--- src/rtl/pulpemu_pkg.sv ---
// Shared types for the PULP emulation clock-gating controller.
// Holds the FSM state encoding and the per-state output decode.
package pulpemu_pkg;

    typedef enum logic [2:0] {
        ST_RUN    = 3'd0,
        ST_DRAIN  = 3'd1,
        ST_GATING = 3'd2,
        ST_GATED  = 3'd3,
        ST_WAKING = 3'd4
    } cg_state_e;

    typedef struct packed {
        logic clk_en;
        logic halt_req;
        logic ack;
    } cg_out_t;

    localparam int unsigned CNT_W = 8;

    function automatic cg_out_t cg_decode(input cg_state_e st);
        cg_out_t o;
        o = '{clk_en: 1'b1, halt_req: 1'b0, ack: 1'b0};
        case (st)
            ST_RUN:    o = '{clk_en: 1'b1, halt_req: 1'b0, ack: 1'b0};
            ST_DRAIN:  o = '{clk_en: 1'b1, halt_req: 1'b1, ack: 1'b0};
            ST_GATING: o = '{clk_en: 1'b0, halt_req: 1'b1, ack: 1'b0};
            ST_GATED:  o = '{clk_en: 1'b0, halt_req: 1'b1, ack: 1'b1};
            ST_WAKING: o = '{clk_en: 1'b1, halt_req: 1'b1, ack: 1'b0};
            default:   o = '{clk_en: 1'b1, halt_req: 1'b0, ack: 1'b0};
        endcase
        return o;
    endfunction

    function automatic logic [CNT_W-1:0] sat_inc(input logic [CNT_W-1:0] v);
        return (v == {CNT_W{1'b1}}) ? v : v + 1'b1;
    endfunction

endpackage

--- src/rtl/pulpemu_clk_gate_ctrl.sv ---
// Cluster clock-gating sequencer: drains the cluster, gates the clock,
// and restores it on wake or request release.
//
// state  | meaning
// RUN    | clock on, cluster free to run
// DRAIN  | halt requested, waiting for IDLE_CYCLES idle cycles
// GATING | clock enable dropped, waiting SETTLE_CYCLES
// GATED  | clock off and stable, ack asserted
// WAKING | clock enable restored, waiting SETTLE_CYCLES before RUN
module pulpemu_clk_gate_ctrl
    import pulpemu_pkg::*;
#(
    parameter int unsigned IDLE_CYCLES   = 4,
    parameter int unsigned SETTLE_CYCLES = 2
) (
    input  logic       pulp_cluster_clk,
    input  logic       pulp_soc_rst,
    input  logic       gate_req,
    input  logic       wake,
    input  logic       cluster_busy,
    output logic       pulp_cluster_clk_enable,
    output logic       cluster_halt_req,
    output logic       gate_ack,
    output logic [2:0] state
);

    localparam logic [CNT_W-1:0] IDLE_LAST   = CNT_W'(IDLE_CYCLES - 1);
    localparam logic [CNT_W-1:0] SETTLE_LAST = CNT_W'(SETTLE_CYCLES - 1);

    cg_state_e         state_q, state_d;
    logic [CNT_W-1:0]  cnt_q, cnt_d;
    cg_out_t           out_q, out_d;

    always_comb begin
        state_d = state_q;
        cnt_d   = cnt_q;
        case (state_q)
            ST_RUN: begin
                cnt_d = '0;
                if (gate_req && !wake) state_d = ST_DRAIN;
            end
            ST_DRAIN: begin
                // Abort wins over the drain completing on the same cycle.
                if (!gate_req || wake) begin
                    state_d = ST_RUN;
                    cnt_d   = '0;
                end else if (cluster_busy) begin
                    cnt_d = '0;
                end else if (cnt_q == IDLE_LAST) begin
                    state_d = ST_GATING;
                    cnt_d   = '0;
                end else begin
                    cnt_d = sat_inc(cnt_q);
                end
            end
            ST_GATING: begin
                if (cnt_q == SETTLE_LAST) begin
                    state_d = ST_GATED;
                    cnt_d   = '0;
                end else begin
                    cnt_d = sat_inc(cnt_q);
                end
            end
            ST_GATED: begin
                cnt_d = '0;
                if (!gate_req || wake) state_d = ST_WAKING;
            end
            ST_WAKING: begin
                if (cnt_q == SETTLE_LAST) begin
                    state_d = ST_RUN;
                    cnt_d   = '0;
                end else begin
                    cnt_d = sat_inc(cnt_q);
                end
            end
            default: begin
                state_d = ST_RUN;
                cnt_d   = '0;
            end
        endcase
    end

    // Outputs are flopped from the next-state decode so they always equal
    // the decode of state_q without any combinational path to the pins.
    always_comb begin
        out_d = cg_decode(state_d);
    end

    always_ff @(posedge pulp_cluster_clk or posedge pulp_soc_rst) begin
        if (pulp_soc_rst) begin
            state_q <= ST_RUN;
            cnt_q   <= '0;
            out_q   <= cg_decode(ST_RUN);
        end else begin
            state_q <= state_d;
            cnt_q   <= cnt_d;
            out_q   <= out_d;
        end
    end

    assign pulp_cluster_clk_enable = out_q.clk_en;
    assign cluster_halt_req        = out_q.halt_req;
    assign gate_ack                = out_q.ack;
    assign state                   = state_q;

endmodule

--- config.mk ---
export PLATFORM = sky130hd
export DESIGN_NAME = pulpemu_clk_gate_ctrl
export DESIGN_NICKNAME = d
export VERILOG_FILES = /design/src/rtl/pulpemu_pkg.sv /design/src/rtl/pulpemu_clk_gate_ctrl.sv
export SDC_FILE = /design/constraint.sdc
export NUM_CORES = 1
export LEC_CHECK = 0
export ABC_CLOCK_PERIOD_IN_PS = 2100
export BUFFER_PORTS_ARGS = -buffer_cell sky130_fd_sc_hd__buf_2
export CAP_MARGIN = 20
export CORE_MARGIN = 3
export CORE_UTILIZATION = 54
export CTS_CLUSTER_DIAMETER = 50
export DETAILED_ROUTE_END_ITERATION = 16
export GPL_ROUTABILITY_DRIVEN = 0
export PLACE_DENSITY = 0.76
export RECOVER_POWER = 100
export SYNTH_ARGS = -nofsm -noshare
export SYNTH_HDL_FRONTEND = slang
export SYNTH_SLANG_ARGS = --single-unit
--- constraint.sdc ---
create_clock -name pulp_cluster_clk -period 2.1 [get_ports pulp_cluster_clk]
set_input_delay 0.105 -clock pulp_cluster_clk [delete_from_list [all_inputs] [get_ports pulp_cluster_clk]]
set_output_delay 0.105 -clock pulp_cluster_clk [all_outputs]
set_load 0.01 [all_outputs]
## After elaboration in Yosys (flattened, before gate mapping)

Cells that the tools add are included.

- Bits in registers: 14
- Latch bits: 0
- Bits in writable memories: 0
- Memory bits (read-only): 0
- Bits of input ports: 5
- Memories: 0

- Add/sub/neg operators: 1
- Multiply operators: 0
- Div/mod/pow operators: 0
- Order comparisons: 0
- Eq/ne operators: 11
- Shift-type cells: 0
- Muxes and demuxes: 15
- Bitwise gates (word level): 0
- Reductions and logical operators: 7

Operators with widths:

| cell | number |
|---|---|
| 2-to-1 mux 8 bit | 5 |
| 2-to-1 mux 3 bit | 7 |
| case mux 8 bit (2 select lines) | 1 |
| case mux 3 bit (5 select lines) | 1 |
| equality test 3 x 2 -> 1 bit (second input constant) | 4 |
| case mux 3 bit (3 select lines) | 1 |
| adder 8 x 1 -> 8 bit (second input constant) | 1 |
| equality test 8 x 1 -> 1 bit (second input constant) | 1 |
| equality test 8 x 2 -> 1 bit (second input constant) | 1 |
| equality test 8 bit (second input constant) | 1 |
| equality test 3 x 1 -> 1 bit (second input constant) | 2 |
| equality test 3 bit (second input constant) | 2 |
| OR reduction 2 bit | 2 |
| zero test 3 bit | 1 |
| zero test 1 bit | 2 |
| logical AND 1 bit | 1 |
| logical OR 1 bit | 1 |

## Logic depth before layout (Yosys ltp)

Gate-level depths: netlist of the first run.

- Word-level depth: 8
- Depth in mapped cells: 5
- Gate-level depth less buffers: 5

## Least setup slack after synthesis of the first run

OpenSTA, ideal clock, no wires.

- Path type: register to register
- Start: register cnt_q[4]
- End: register out_q, in the netlist cluster_halt_req
- Setup time: 0.131 ns
- Data arrival time: 1.671 ns
- Data required time: 1.969 ns
- Slack: 0.297 ns
- Stages on the path, launching flop included: 6
- Buffers on the path: 1
- Cell sequence: dfrtp_1 -> buf_6 -> or4_4 -> nor4_2 -> o21ai_1 -> or3_1

RTL lines:

| what | line | source |
|---|---|---|
| from (decl) | pulpemu_clk_gate_ctrl.sv:31 | `logic [CNT_W-1:0] cnt_q, cnt_d;` |
| from (signal assigned) | pulpemu_clk_gate_ctrl.sv:96 | `cnt_q <= cnt_d;` |
| to (signal assigned) | pulpemu_clk_gate_ctrl.sv:93 | `out_q <= cg_decode(ST_RUN);` |
| to (signal assigned) | pulpemu_clk_gate_ctrl.sv:97 | `out_q <= out_d;` |
| to (decl) | pulpemu_clk_gate_ctrl.sv:32 | `cg_out_t out_q, out_d;` |

==> summary.txt, run 1 <==
Floorplanning
  • Die width: 44.0 um
  • Initial core utilization: 58.3%
  • Row count: 13
  • Count of boundary I/O pins: 11
  • Die Span Y: 44.0 um
  • Die Outline Area: 1930 um2
  • Area of the core: 1330 um2

Route
  • DRC violation count after routing: 0
  • Post-Route WL: 1460 um
  • Vias per inst: 5.95
  • Final ANT Viol Nets: 0
  • Number of detailed-route iterations in the first pass: 4
  • Via total after detailed routing: 655
  • Wire per inst: 13.2 um
  • Starting DRT DRC Count: 13

Pwr
  • Clk pwr share: 39.2%
  • Switching Fraction: 21.1%
  • Combinational Power Share: 5.3%
  • Cell-internal power: 388 uW
  • Reported net switching power: 103 uW
  • Total power: 491 uW
  • Static leakage: 0.393 nW
  • Power Density: 566 nW/um2
  • Sequential share of power: 55.5%
  • Largest vdd supply drop: 369 uV

Synthesis
  • Largest family of logic cells by synthesized area: simple AND/OR/NAND/NOR gates
  • Synth warnings: 0
  • Post-synthesis instance area: 778 um2
  • Primary flip-flop cell chosen by synthesis mapping: sky130_fd_sc_hd__dfrtp_1
  • Part of the Yosys area used for sequential elements: 45.2%
  • Mean post-synth cell area: 9.73 um2
  • Number of synthesized flops with an enable pin: 0
  • Net Count, Synth: 87
  • Dominant cells by area after synthesis: sky130_fd_sc_hd__dfrtp_1, sky130_fd_sc_hd__nor2_1, sky130_fd_sc_hd__dfstp_2
  • Proportion of synthesized area in mux cells: 0%
  • Synthesized instance count: 80
  • Post-Synth Adder-Cell Area: 3.22%
  • Simple-Gate Fraction of Synth Area: 30.2%
  • Proportion of netlist area held by the largest area contributor: 41.8%
  • Number of register bits inferred by synthesis: 14
  • Xor/xnor cell area share of the yosys netlist: 3.38%
  • Count of distinct cell types in the synthesized netlist: 37
  • Fraction of registers with async set/reset: 100%
  • Compound-Gate Fraction of Synth Area: 13.5%
  • Library cell with the largest summed area after synthesis: sky130_fd_sc_hd__dfrtp_1

Place
  • HPWL after detailed placement: 1060 um
  • Number of port buffers: 10
  • Setup slack at placement: 0.240 ns

STA
  • Crit share post-route: 90.6%
  • Final Hold Slack: 0.157 ns
  • Final slew viol count: 0
  • Worst-margin pin slew: 0.515 ns
  • Sum of negative setup slack: 0 ns
  • Setup slack after layout: 0.197 ns
  • Setup violators final: 0
  • Highest achievable clock rate: 0.526 GHz
  • Post-layout minimum cycle time: 1.90 ns
  • Setup repair after global routing missed its margin: false
  • Largest clock skew in the final design: 0.00242 ns
  • Total count of hold-check failures in the final report: 0
  • Worst relative slew slack: 65.6%

Outcome
  • Status: finished clean

Clock network
  • Number of levels in the clock H-tree: 1
  • Buffer cell driving the clock tree root: sky130_fd_sc_hd__clkbuf_4
  • Number of setup buffers added after CTS: 0
  • Maximum buffer depth of the clock tree: 2
  • Cts repair resizes: 0
  • Insertion delay of the later-clocked pin in the worst-skew pair: 0.28 ns
  • Cts-stage hold buffer count: 1
  • Number of buffers added by the clock tree synthesis step: 3
  • Clock transition at path regs: 0.08 ns
  • Clock Sinks: 14
  • Clock tree from TritonCTS: built

Cells and area
  • Storage element area: 352 um2
  • Area taken by multi-input logic gates: 382 um2
  • Number of filler cells placed in the layout: 123
  • Fraction of final layout cells with drive strength greater than 1: 17.9%
  • Final antenna diode count: 0
  • Area growth syn-to-layout: 11.6%
  • Final net count: 103

Global route
  • Largest net degree at the start of global routing: 15
  • Global-route wire length before repair: 2600 um
  • Remaining global-route overflow: 0
  • Overall Global Routing Usage: 18.7%
  • Number of antenna violations at the first check in global routing: 0
  • Number of global-route vias before repair: 615

Setup path
  • Cell count of the worst reg-to-reg path: 4
  • Kind of start point of the critical path: flop
  • Crit path capture type: flop
  • Crit-path leading delay family: simple AND/OR/NAND/NOR gates
  • Critical Setup Path Class: reg2reg
  • Biggest fanout along the worst timing path: 9
  • Cell chain of the critical path: or4_1, nor4_2, o21ai_1, or3_1
  • Cell count along the critical path: 4
  • Worst path buffer plus inverter count: 0
  • Worst path slowest cell: sky130_fd_sc_hd__or4_1
  • Signal arrival time at the worst endpoint: 2.06 ns
  • Delay of the slowest cell on the worst path: 0.58 ns
  • Required time at the endpoint of the critical path: 2.26 ns

Worst hold path
  • Cell depth of the worst hold path: 4
  • Type of the tightest min-delay check: in2reg

Flow run
  • Max Cap Viol: 0
worst min-delay path: stages:
cell	delay, ns
sky130_fd_sc_hd__buf_2	0.08
sky130_fd_sc_hd__nand2b_1	0.07
sky130_fd_sc_hd__nand2_1	0.07
sky130_fd_sc_hd__o22ai_1	0.08
flip-flops by register name, indices dropped and copies added (netlist names):
name,flops
cnt_q,8
state,3
cluster_halt_req,1
gate_ack,1
pulp_cluster_clk_enable,1
per-stage QoR:
stage                     area, um2  cells  util [%]
after detailed placement        846    105      63.4
final                           868    110      65.1
after floorplan                 778     80         -
after CTS                       892    110      66.9
after global placement          846    105      63.4
after global routing            868    110      65.1
layer usage:
| metal | part of all wire, % | vias up | GRT usage [%] |
|---|---|---|---|
| met4 | 2.7 | 0 | 11.4 |
| met5 | 0 | - | 0 |
| met2 | 48 | 20 | 30.5 |
| met1 | 45 | 307 | 21.5 |
| met3 | 5.0 | 5 | 4.98 |
| li1 | - | 323 | - |
Yosys cell counts, drive strengths merged (2+ instances only):
library cell / count
a211oi: 3
a21o: 2
a21oi: 2
a31oi: 2
and2: 2
and3: 3
and4: 2
dfrtp: 13
ha: 2
inv: 5
nand2: 4
nand3: 3
nand4: 2
nor2: 8
nor3: 4
nor4: 2
o21ai: 2
o22ai: 2
or3b: 2
xnor2: 2
kinds of logic after synthesis:
family,count (synthesis)
compound gates,15
xor+xnor,3
fa+ha+maj,2
buf+inv,7
flops,14
simple gates,39
path summary, 6_finish.rpt:
path / slack (ns) / end / from
worst max-delay path: 0.20 / cluster_halt_req / cnt_q[4]
worst min-delay path: 0.16 / state[2] / gate_req
worst max register to register: 0.20 / cluster_halt_req / cnt_q[4]
worst min register to register: 0.64 / cnt_q[1] / cnt_q[1]
max in group asynchronous: 1.35 / pulp_cluster_clk_enable / pulp_soc_rst
min in group asynchronous: 0.39 / state[2] / pulp_soc_rst
layout make-up:
cell class,count,area share (%)
clock buffer,4,4.18
inverter,5,2.16
multi-input combinational,59,43.9
sequential,14,40.5
tap,15,2.16
timing repair buffer,13,7.06
power by group through the flow:
stage / Sequential, mW / Clock, mW / Combinational [mW]
2_1_floorplan: 0.279 / 0 / 0.0155
3_3_place_gp: 0.278 / 0 / 0.0263
3_5_place_dp: 0.278 / 0 / 0.0269
4_1_cts: 0.273 / 0.201 / 0.0284
5_1_grt: 0.273 / 0.215 / 0.0297
6_report: 0.273 / 0.192 / 0.0261
cell usage in the layout, fill, tap and decap left out, types with 2 or more instances in the layout:
cell type	count
sky130_fd_sc_hd__xnor2_1	2
sky130_fd_sc_hd__clkbuf_1	7
sky130_fd_sc_hd__a31oi_1	2
sky130_fd_sc_hd__o22ai_1	2
sky130_fd_sc_hd__nand4_1	2
sky130_fd_sc_hd__and4_1	2
sky130_fd_sc_hd__a21oi_1	2
sky130_fd_sc_hd__nand2_1	4
sky130_fd_sc_hd__inv_1	5
sky130_fd_sc_hd__nor2_1	8
sky130_fd_sc_hd__a211oi_1	3
sky130_fd_sc_hd__nand3_1	3
sky130_fd_sc_hd__dfrtp_1	13
sky130_fd_sc_hd__nor3_1	4
sky130_fd_sc_hd__ha_1	2
sky130_fd_sc_hd__a21o_1	2
sky130_fd_sc_hd__and3_2	2
sky130_fd_sc_hd__or3b_2	2
sky130_fd_sc_hd__buf_2	5
sky130_fd_sc_hd__clkbuf_4	3
Power figures use the tool's default switching activity.
==> run 2: changes to the inputs <==
Settings changed: ABC_CLOCK_PERIOD_IN_PS 2100 to 1700, CORE_UTILIZATION 54 to 48, PLACE_DENSITY 0.76 to 0.71.
Clock period 2.1 ns to 1.7 ns, I/O delays scaled along.
==> run 2 against run 1 <==
Against the previous run:
- die area rose by 11%
- critical path type unchanged
- setup slack worse by 0.14 ns
- cell count grew 6.4%
- total power rose by 27%
- largest cell class unchanged
- via count grew 4.9%
==> summary.txt, run 2 (synthesized netlist as in run 1, its figures left out) <==
Route
  • Starting DRT DRC Count: 10 (was 13)
  • Via total after detailed routing: 687 (was 655)
  • Number of detailed-route iterations in the first pass: 4 (unchanged)
  • Final ANT Viol Nets: 0 (unchanged)
  • DRC violation count after routing: 0 (unchanged)
  • Vias per inst: 5.87 (was 5.95)
  • Wire per inst: 14.9 um (was 13.2 um)
  • Post-Route WL: 1750 um (was 1460 um)

Clock network
  • Buffer cell driving the clock tree root: sky130_fd_sc_hd__clkbuf_4 (unchanged)
  • Insertion delay of the later-clocked pin in the worst-skew pair: 0.29 ns (was 0.28 ns)
  • Clock Sinks: 14 (unchanged)
  • Number of levels in the clock H-tree: 1 (unchanged)
  • Maximum buffer depth of the clock tree: 2 (unchanged)
  • Clock transition at path regs: 0.09 ns (was 0.08 ns)
  • Number of buffers added by the clock tree synthesis step: 3 (unchanged)
  • Clock tree from TritonCTS: built (unchanged)

Setup path
  • Cell chain of the critical path: or4_4, nor4_4, o21ai_2, or3_1 (was or4_1, nor4_2, o21ai_1, or3_1)
  • Crit path capture type: flop (unchanged)
  • Signal arrival time at the worst endpoint: 1.81 ns (was 2.06 ns)
  • Required time at the endpoint of the critical path: 1.87 ns (was 2.26 ns)
  • Delay of the slowest cell on the worst path: 0.57 ns (was 0.58 ns)
  • Worst path buffer plus inverter count: 0 (unchanged)
  • Critical Setup Path Class: reg2reg (unchanged)
  • Biggest fanout along the worst timing path: 3 (was 9)
  • Worst path slowest cell: sky130_fd_sc_hd__or4_4 (was sky130_fd_sc_hd__or4_1)
  • Kind of start point of the critical path: flop (unchanged)
  • Endpoint of the most critical register-to-register path: cluster_halt_req (unchanged)
  • Worst r2r src: cnt_q[4] (unchanged)
  • Worst reg-to-reg setup slack: 0.06 ns (was 0.20 ns)
  • Crit-path leading delay family: simple AND/OR/NAND/NOR gates (unchanged)
  • Cell count of the worst reg-to-reg path: 4 (unchanged)

Place
  • HPWL after detailed placement: 1190 um (was 1060 um)
  • Cell area reported after detailed placement: 893 um2 (was 846 um2)
  • Setup slack at placement: 0.0241 ns (was 0.240 ns)
  • Number of port buffers: 10 (unchanged)

Pwr
  • Power Density: 636 nW/um2 (was 566 nW/um2)
  • Largest vdd supply drop: 467 uV (was 369 uV)
  • Static leakage: 0.438 nW (was 0.393 nW)

Cells and area
  • Area taken by multi-input logic gates: 444 um2 (was 382 um2)
  • Storage element area: 352 um2 (unchanged)
  • Final net count: 110 (was 103)
  • Non-Filler Cell Area, Final: 982 um2 (was 868 um2)
  • Commonest cells after routing, fill and taps aside: sky130_fd_sc_hd__dfrtp_1, sky130_fd_sc_hd__nor2_1, sky130_fd_sc_hd__buf_2, sky130_fd_sc_hd__clkbuf_1, sky130_fd_sc_hd__buf_4 (was sky130_fd_sc_hd__dfrtp_1, sky130_fd_sc_hd__nor2_1, sky130_fd_sc_hd__clkbuf_1, sky130_fd_sc_hd__inv_1, sky130_fd_sc_hd__buf_2)
  • Number of filler cells placed in the layout: 128 (was 123)
  • Most common library cell in the layout ignoring fill and taps: sky130_fd_sc_hd__dfrtp_1 (unchanged)
  • Area growth syn-to-layout: 26.2% (was 11.6%)
  • Register with the most flip-flops: cnt_q (unchanged)
  • Largest register FFs: 8 (unchanged)
  • Fraction of final layout cells with drive strength greater than 1: 35.3% (was 17.9%)
  • Final antenna diode count: 0 (unchanged)

Flow run
  • Max Cap Viol: 0 (unchanged)

Global route
  • Remaining global-route overflow: 0 (unchanged)
  • Number of global-route vias before repair: 644 (was 615)
  • Number of antenna violations at the first check in global routing: 0 (unchanged)
  • Overall Global Routing Usage: 18.7% (about the same)
  • Largest net degree at the start of global routing: 15 (unchanged)
  • Global-route wire length before repair: 2730 um (was 2600 um)

STA
  • Final slew viol count: 0 (unchanged)
  • Setup violators final: 0 (unchanged)
  • Highest achievable clock rate: 0.609 GHz (was 0.526 GHz)
  • Total count of hold-check failures in the final report: 0 (unchanged)
  • Post-layout minimum cycle time: 1.64 ns (was 1.90 ns)
  • Worst relative slew slack: 65.7% (was 65.6%)
  • Crit share post-route: 96.6% (was 90.6%)
  • Setup repair after global routing missed its margin: true (was false)
  • Largest clock skew in the final design: 0.00726 ns (was 0.00242 ns)
  • Worst-margin pin slew: 0.515 ns (about the same)
  • Setup slack after layout: 0.0577 ns (was 0.197 ns)

Floorplanning
  • Count of boundary I/O pins: 11 (unchanged)
  • Die Span Y: 46.3 um (was 44.0 um)
  • Area of the core: 1420 um2 (was 1330 um2)
  • Die width: 46.3 um (was 44.0 um)
  • Die Outline Area: 2140 um2 (was 1930 um2)
  • Initial core utilization: 55.0% (was 58.3%)
  • Row count: 13 (unchanged)

Worst hold path
  • Hold worst-path end: state[2] (unchanged)
  • Min-Delay Startpoint: gate_req (unchanged)
  • Cell depth of the worst hold path: 4 (unchanged)
  • Type of the tightest min-delay check: in2reg (unchanged)

Outcome
  • Status: finished clean (unchanged)
-- run 2: changes by cell type in the layout (fill, tap and decap cells not counted), sizes merged --
cell    previous run  this run
clkbuf            11        10
buf                5        13
-- run 2: worst register-to-register path, cell delays in order (launching register included) --
cell and delay (ns):
sky130_fd_sc_hd__dfrtp_1 0.42, sky130_fd_sc_hd__or4_4 0.57, sky130_fd_sc_hd__nor4_4 0.16, sky130_fd_sc_hd__o21ai_2 0.09
sky130_fd_sc_hd__or3_1 0.30
-- run 2: layer usage --
metal / wire length [um] / track usage [%]
met5: 0 / 0
met2: 894 / 31.3
met4: 64 / 13.1
met3: 88 / 2.73
met1: 699 / 21.5
-- run 2: area by class of cell --
cell class | instances | share of cell area (%)
repair buffers | 20 | 11.5
flip-flops and latches | 14 | 35.8
inverters | 5 | 1.91
well taps | 15 | 1.91
clock buffers | 4 | 3.69
multi-input cells | 59 | 45.2
-- run 2: how the worst max path moves through the flow --
stage,start,endpoint,slack (ns),cells past startpoint
floorplan,state[0],cluster_halt_req,0.01,5
global placement,cnt_q[6],cluster_halt_req,0.05,4
detailed placement,cnt_q[6],cluster_halt_req,0.02,4
CTS,cnt_q[4],cluster_halt_req,0.01,4
global route,cnt_q[4],cluster_halt_req,-0.02,4
finish,cnt_q[4],cluster_halt_req,0.06,4
-- run 2: what timing repair did --
action,4_1_cts,5_1_grt
pin swaps,0,2
buffers inserted,0,1
endpoints found under the hold margin,13,0
resized for setup,2,8
hold buffers,1,0
endpoints found under the setup margin,1,9
-- run 2: report_power, final --
part	switching, mW	internal [mW]
combinational	0.0221	0.0158
clock	0.120	0.130
sequential	0.000989	0.336
-- run 2: through the flow --
step	hold slack, ns	total power, mW	util (%)	TNS (ns)	std cells
finish	0.153	0.625	69.4	0	117
global route	0.180	0.650	69.4	-0.0245	117
CTS	0.137	0.632	66.9	0	116
detailed placement	0.146	0.378	63.1	0	111
global placement	0.139	0.377	63.1	0	111
floorplan	-0.0265	0.366	-	0	80
==> run 3: changes to the inputs <==
--- a/config.mk
+++ b/config.mk
@@ -10,4 +10,7 @@
 export CAP_MARGIN = 20
+export CELL_PAD_IN_SITES_DETAIL_PLACEMENT = 1
+export CELL_PAD_IN_SITES_GLOBAL_PLACEMENT = 2
+export CORE_ASPECT_RATIO = 0.6
 export CORE_MARGIN = 3
-export CORE_UTILIZATION = 48
+export CORE_UTILIZATION = 30
 export CTS_CLUSTER_DIAMETER = 50
@@ -15,3 +18,3 @@
 export GPL_ROUTABILITY_DRIVEN = 0
-export PLACE_DENSITY = 0.71
+export PLACE_DENSITY_LB_ADDON = 0.1
 export RECOVER_POWER = 100
==> constraint.sdc (replaced) <==
create_clock -name pulp_cluster_clk -period 1.7 [get_ports pulp_cluster_clk]
set_input_delay 0.17 -clock pulp_cluster_clk [delete_from_list [all_inputs] [get_ports pulp_cluster_clk]]
set_output_delay 0.17 -clock pulp_cluster_clk [all_outputs]
set_load 0.01 [all_outputs]
==> run 3 against run 2 <==
Against the previous run:
- total power increased by 15%
- setup slack lost 0.033 ns
- final area rose by 8.0%
- clock power is 34% higher
- global-route usage is 2.5 points lower
- hold slack improved by 0.16 ns
- sequential share of layout area is 2.5 points lower
- via count is 4.2% higher
- routed wire length increased by 26%
- sequential power about the same
- clock skew barely moved
- critical path type unchanged
==> summary.txt, run 3 (synthesized netlist as in run 1, its figures left out) <==
Setup path
  • Cell count of the worst reg-to-reg path: 5 (was 4)
  • Crit path capture type: flop (unchanged)
  • Required time at the endpoint of the critical path: 1.84 ns (was 1.87 ns)
  • Delay of the slowest cell on the worst path: 0.46 ns (was 0.57 ns)
  • Signal arrival time at the worst endpoint: 1.82 ns (was 1.81 ns)
  • Cell chain of the critical path: or3b_4, o22ai_4, a221oi_4, buf_4, a211oi_1 (was or4_4, nor4_4, o21ai_2, or3_1)
  • Worst reg-to-reg setup slack: 0.02 ns (was 0.06 ns)
  • Biggest fanout along the worst timing path: 8 (was 3)
  • Endpoint of the most critical register-to-register path: cnt_q[1] (was cluster_halt_req)
  • Crit-path leading delay family: compound AO/OA/AOI/OAI gates (was simple AND/OR/NAND/NOR gates)
  • Worst r2r src: state[2] (was cnt_q[4])
  • Worst path buffer plus inverter count: 1 (was 0)
  • Worst path slowest cell: sky130_fd_sc_hd__or3b_4 (was sky130_fd_sc_hd__or4_4)
  • Critical Setup Path Class: reg2reg (unchanged)
  • Kind of start point of the critical path: flop (unchanged)

STA
  • Setup slack after layout: 0.0249 ns (was 0.0577 ns)
  • Post-layout minimum cycle time: 1.68 ns (was 1.64 ns)
  • Total count of hold-check failures in the final report: 0 (unchanged)
  • Crit share post-route: 98.5% (was 96.6%)
  • Setup violators final: 0 (unchanged)
  • Setup repair after global routing missed its margin: true (unchanged)
  • Largest clock skew in the final design: 0.00705 ns (was 0.00726 ns)
  • Worst-margin pin slew: 0.553 ns (was 0.515 ns)
  • Final slew viol count: 0 (unchanged)
  • Highest achievable clock rate: 0.597 GHz (was 0.609 GHz)
  • Sum of negative setup slack: 0 ns (unchanged)
  • Worst relative slew slack: 63.1% (was 65.7%)

Route
  • Post-Route WL: 2190 um (was 1750 um)
  • Number of detailed-route iterations in the first pass: 4 (unchanged)
  • Via total after detailed routing: 716 (was 687)
  • Starting DRT DRC Count: 60 (was 10)
  • Vias per inst: 5.23 (was 5.87)
  • DRC violation count after routing: 0 (unchanged)
  • Final ANT Viol Nets: 0 (unchanged)
  • Wire per inst: 16.0 um (was 14.9 um)

Cells and area
  • Most common library cell in the layout ignoring fill and taps: sky130_fd_sc_hd__dfrtp_1 (unchanged)
  • Area growth syn-to-layout: 36.3% (was 26.2%)
  • Non-Filler Instances: 137 (was 117)
  • Largest register FFs: 8 (unchanged)
  • Non-Filler Cell Area, Final: 1060 um2 (was 982 um2)
  • Register with the most flip-flops: cnt_q (unchanged)
  • Fraction of final layout cells with drive strength greater than 1: 34.6% (was 35.3%)
  • Final core area utilization: 45.9% (was 69.4%)
  • Commonest cells after routing, fill and taps aside: sky130_fd_sc_hd__dfrtp_1, sky130_fd_sc_hd__buf_4, sky130_fd_sc_hd__nor2_1, sky130_fd_sc_hd__clkbuf_1, sky130_fd_sc_hd__buf_2 (was sky130_fd_sc_hd__dfrtp_1, sky130_fd_sc_hd__nor2_1, sky130_fd_sc_hd__buf_2, sky130_fd_sc_hd__clkbuf_1, sky130_fd_sc_hd__buf_4)
  • Area taken by multi-input logic gates: 448 um2 (was 444 um2)
  • Storage element area: 353 um2 (was 352 um2)
  • Final antenna diode count: 0 (unchanged)
  • Final net count: 115 (was 110)
  • Number of filler cells placed in the layout: 273 (was 128)

Outcome
  • Status: finished clean (unchanged)

Floorplanning
  • Die width: 71.8 um (was 46.3 um)
  • Die Span Y: 45.5 um (was 46.3 um)
  • Row count: 13 (unchanged)
  • Initial core utilization: 33.7% (was 55.0%)
  • Count of boundary I/O pins: 11 (unchanged)
  • Die Outline Area: 3260 um2 (was 2140 um2)
  • Area of the core: 2310 um2 (was 1420 um2)

Clock network
  • Buffer cell driving the clock tree root: sky130_fd_sc_hd__clkbuf_8 (was sky130_fd_sc_hd__clkbuf_4)
  • Maximum buffer depth of the clock tree: 2 (unchanged)
  • Insertion delay of the later-clocked pin in the worst-skew pair: 0.25 ns (was 0.29 ns)
  • Number of levels in the clock H-tree: 1 (unchanged)
  • Clock tree from TritonCTS: built (unchanged)
  • Number of buffers added by the clock tree synthesis step: 3 (unchanged)
  • Clock Sinks: 14 (unchanged)
  • Clock transition at path regs: 0.06 ns (was 0.09 ns)

Place
  • HPWL after detailed placement: 1670 um (was 1190 um)
  • Number of port buffers: 10 (unchanged)
  • Setup slack at placement: -0.151 ns (was 0.0241 ns)
  • # placed instances: 131 (was 111)
  • Cell area reported after detailed placement: 950 um2 (was 893 um2)

Worst hold path
  • Type of the tightest min-delay check: in2reg (unchanged)
  • Min-Delay Startpoint: gate_req (unchanged)
  • Cell depth of the worst hold path: 4 (unchanged)
  • Hold worst-path end: state[2] (unchanged)

Global route
  • Remaining global-route overflow: 0 (unchanged)
  • Overall Global Routing Usage: 16.2% (was 18.7%)
  • Global-route wire length before repair: 3780 um (was 2730 um)
  • Number of antenna violations at the first check in global routing: 0 (unchanged)
  • Number of global-route vias before repair: 712 (was 644)
  • Largest net degree at the start of global routing: 15 (unchanged)

Flow run
  • Max Cap Viol: 0 (unchanged)

Pwr
  • Largest vdd supply drop: 335 uV (was 467 uV)
  • Power Density: 674 nW/um2 (was 636 nW/um2)
  • Static leakage: 0.474 nW (was 0.438 nW)
-- run 3: report_power, final --
group	internal, mW	switching [mW]
clock	0.206	0.131
combinational	0.0172	0.0245
sequential	0.336	0.00146
-- run 3: what timing repair did --
item,4_1_cts,5_1_grt
setup endpoints to repair,9,8
resized for setup,4,6
pin swaps,2,0
buffers inserted,1,0
hold buffers,1,0
endpoints found under the hold margin,13,0
-- run 3: how the worst max path moves through the flow --
stage                                   to     start  depth (start not counted)
final                             cnt_q[1]  state[2]                          5
after global routing      cluster_halt_req  cnt_q[4]                          4
after CTS                 cluster_halt_req  cnt_q[4]                          4
after detailed placement          cnt_q[5]  cnt_q[4]                          5
after global placement            cnt_q[5]  cnt_q[5]                          5
after floorplan           cluster_halt_req  state[0]                          5
-- run 3: area by class of cell --
type                            instances  share of cell area, %
Sequential cell                        14                   33.3
Timing Repair Buffer                   25                   14.0
Clock buffer                            4                   5.19
Tap cell                               30                   3.54
Multi-Input combinational cell         59                   42.2
Inverter                                5                   1.77
-- run 3: worst min-delay path, stage by stage --
cell                       delay (ns)
sky130_fd_sc_hd__buf_2           0.08
sky130_fd_sc_hd__nand2b_1        0.08
sky130_fd_sc_hd__nand2_1         0.08
sky130_fd_sc_hd__o22ai_1         0.09
-- run 3: routing by layer --
layer,GRT usage [%],routed length [um]
met5,0,0
met4,5.99,21
met3,5.51,123
met2,20.4,898
met1,24.7,1150
-- run 3: per-stage QoR --
step | hold slack [ns] | total power [mW]
after detailed placement | 0.246 | 0.379
after CTS | 0.288 | 0.730
after floorplan | 0.0585 | 0.366
after global placement | 0.235 | 0.379
final | 0.309 | 0.716
after global routing | 0.343 | 0.753
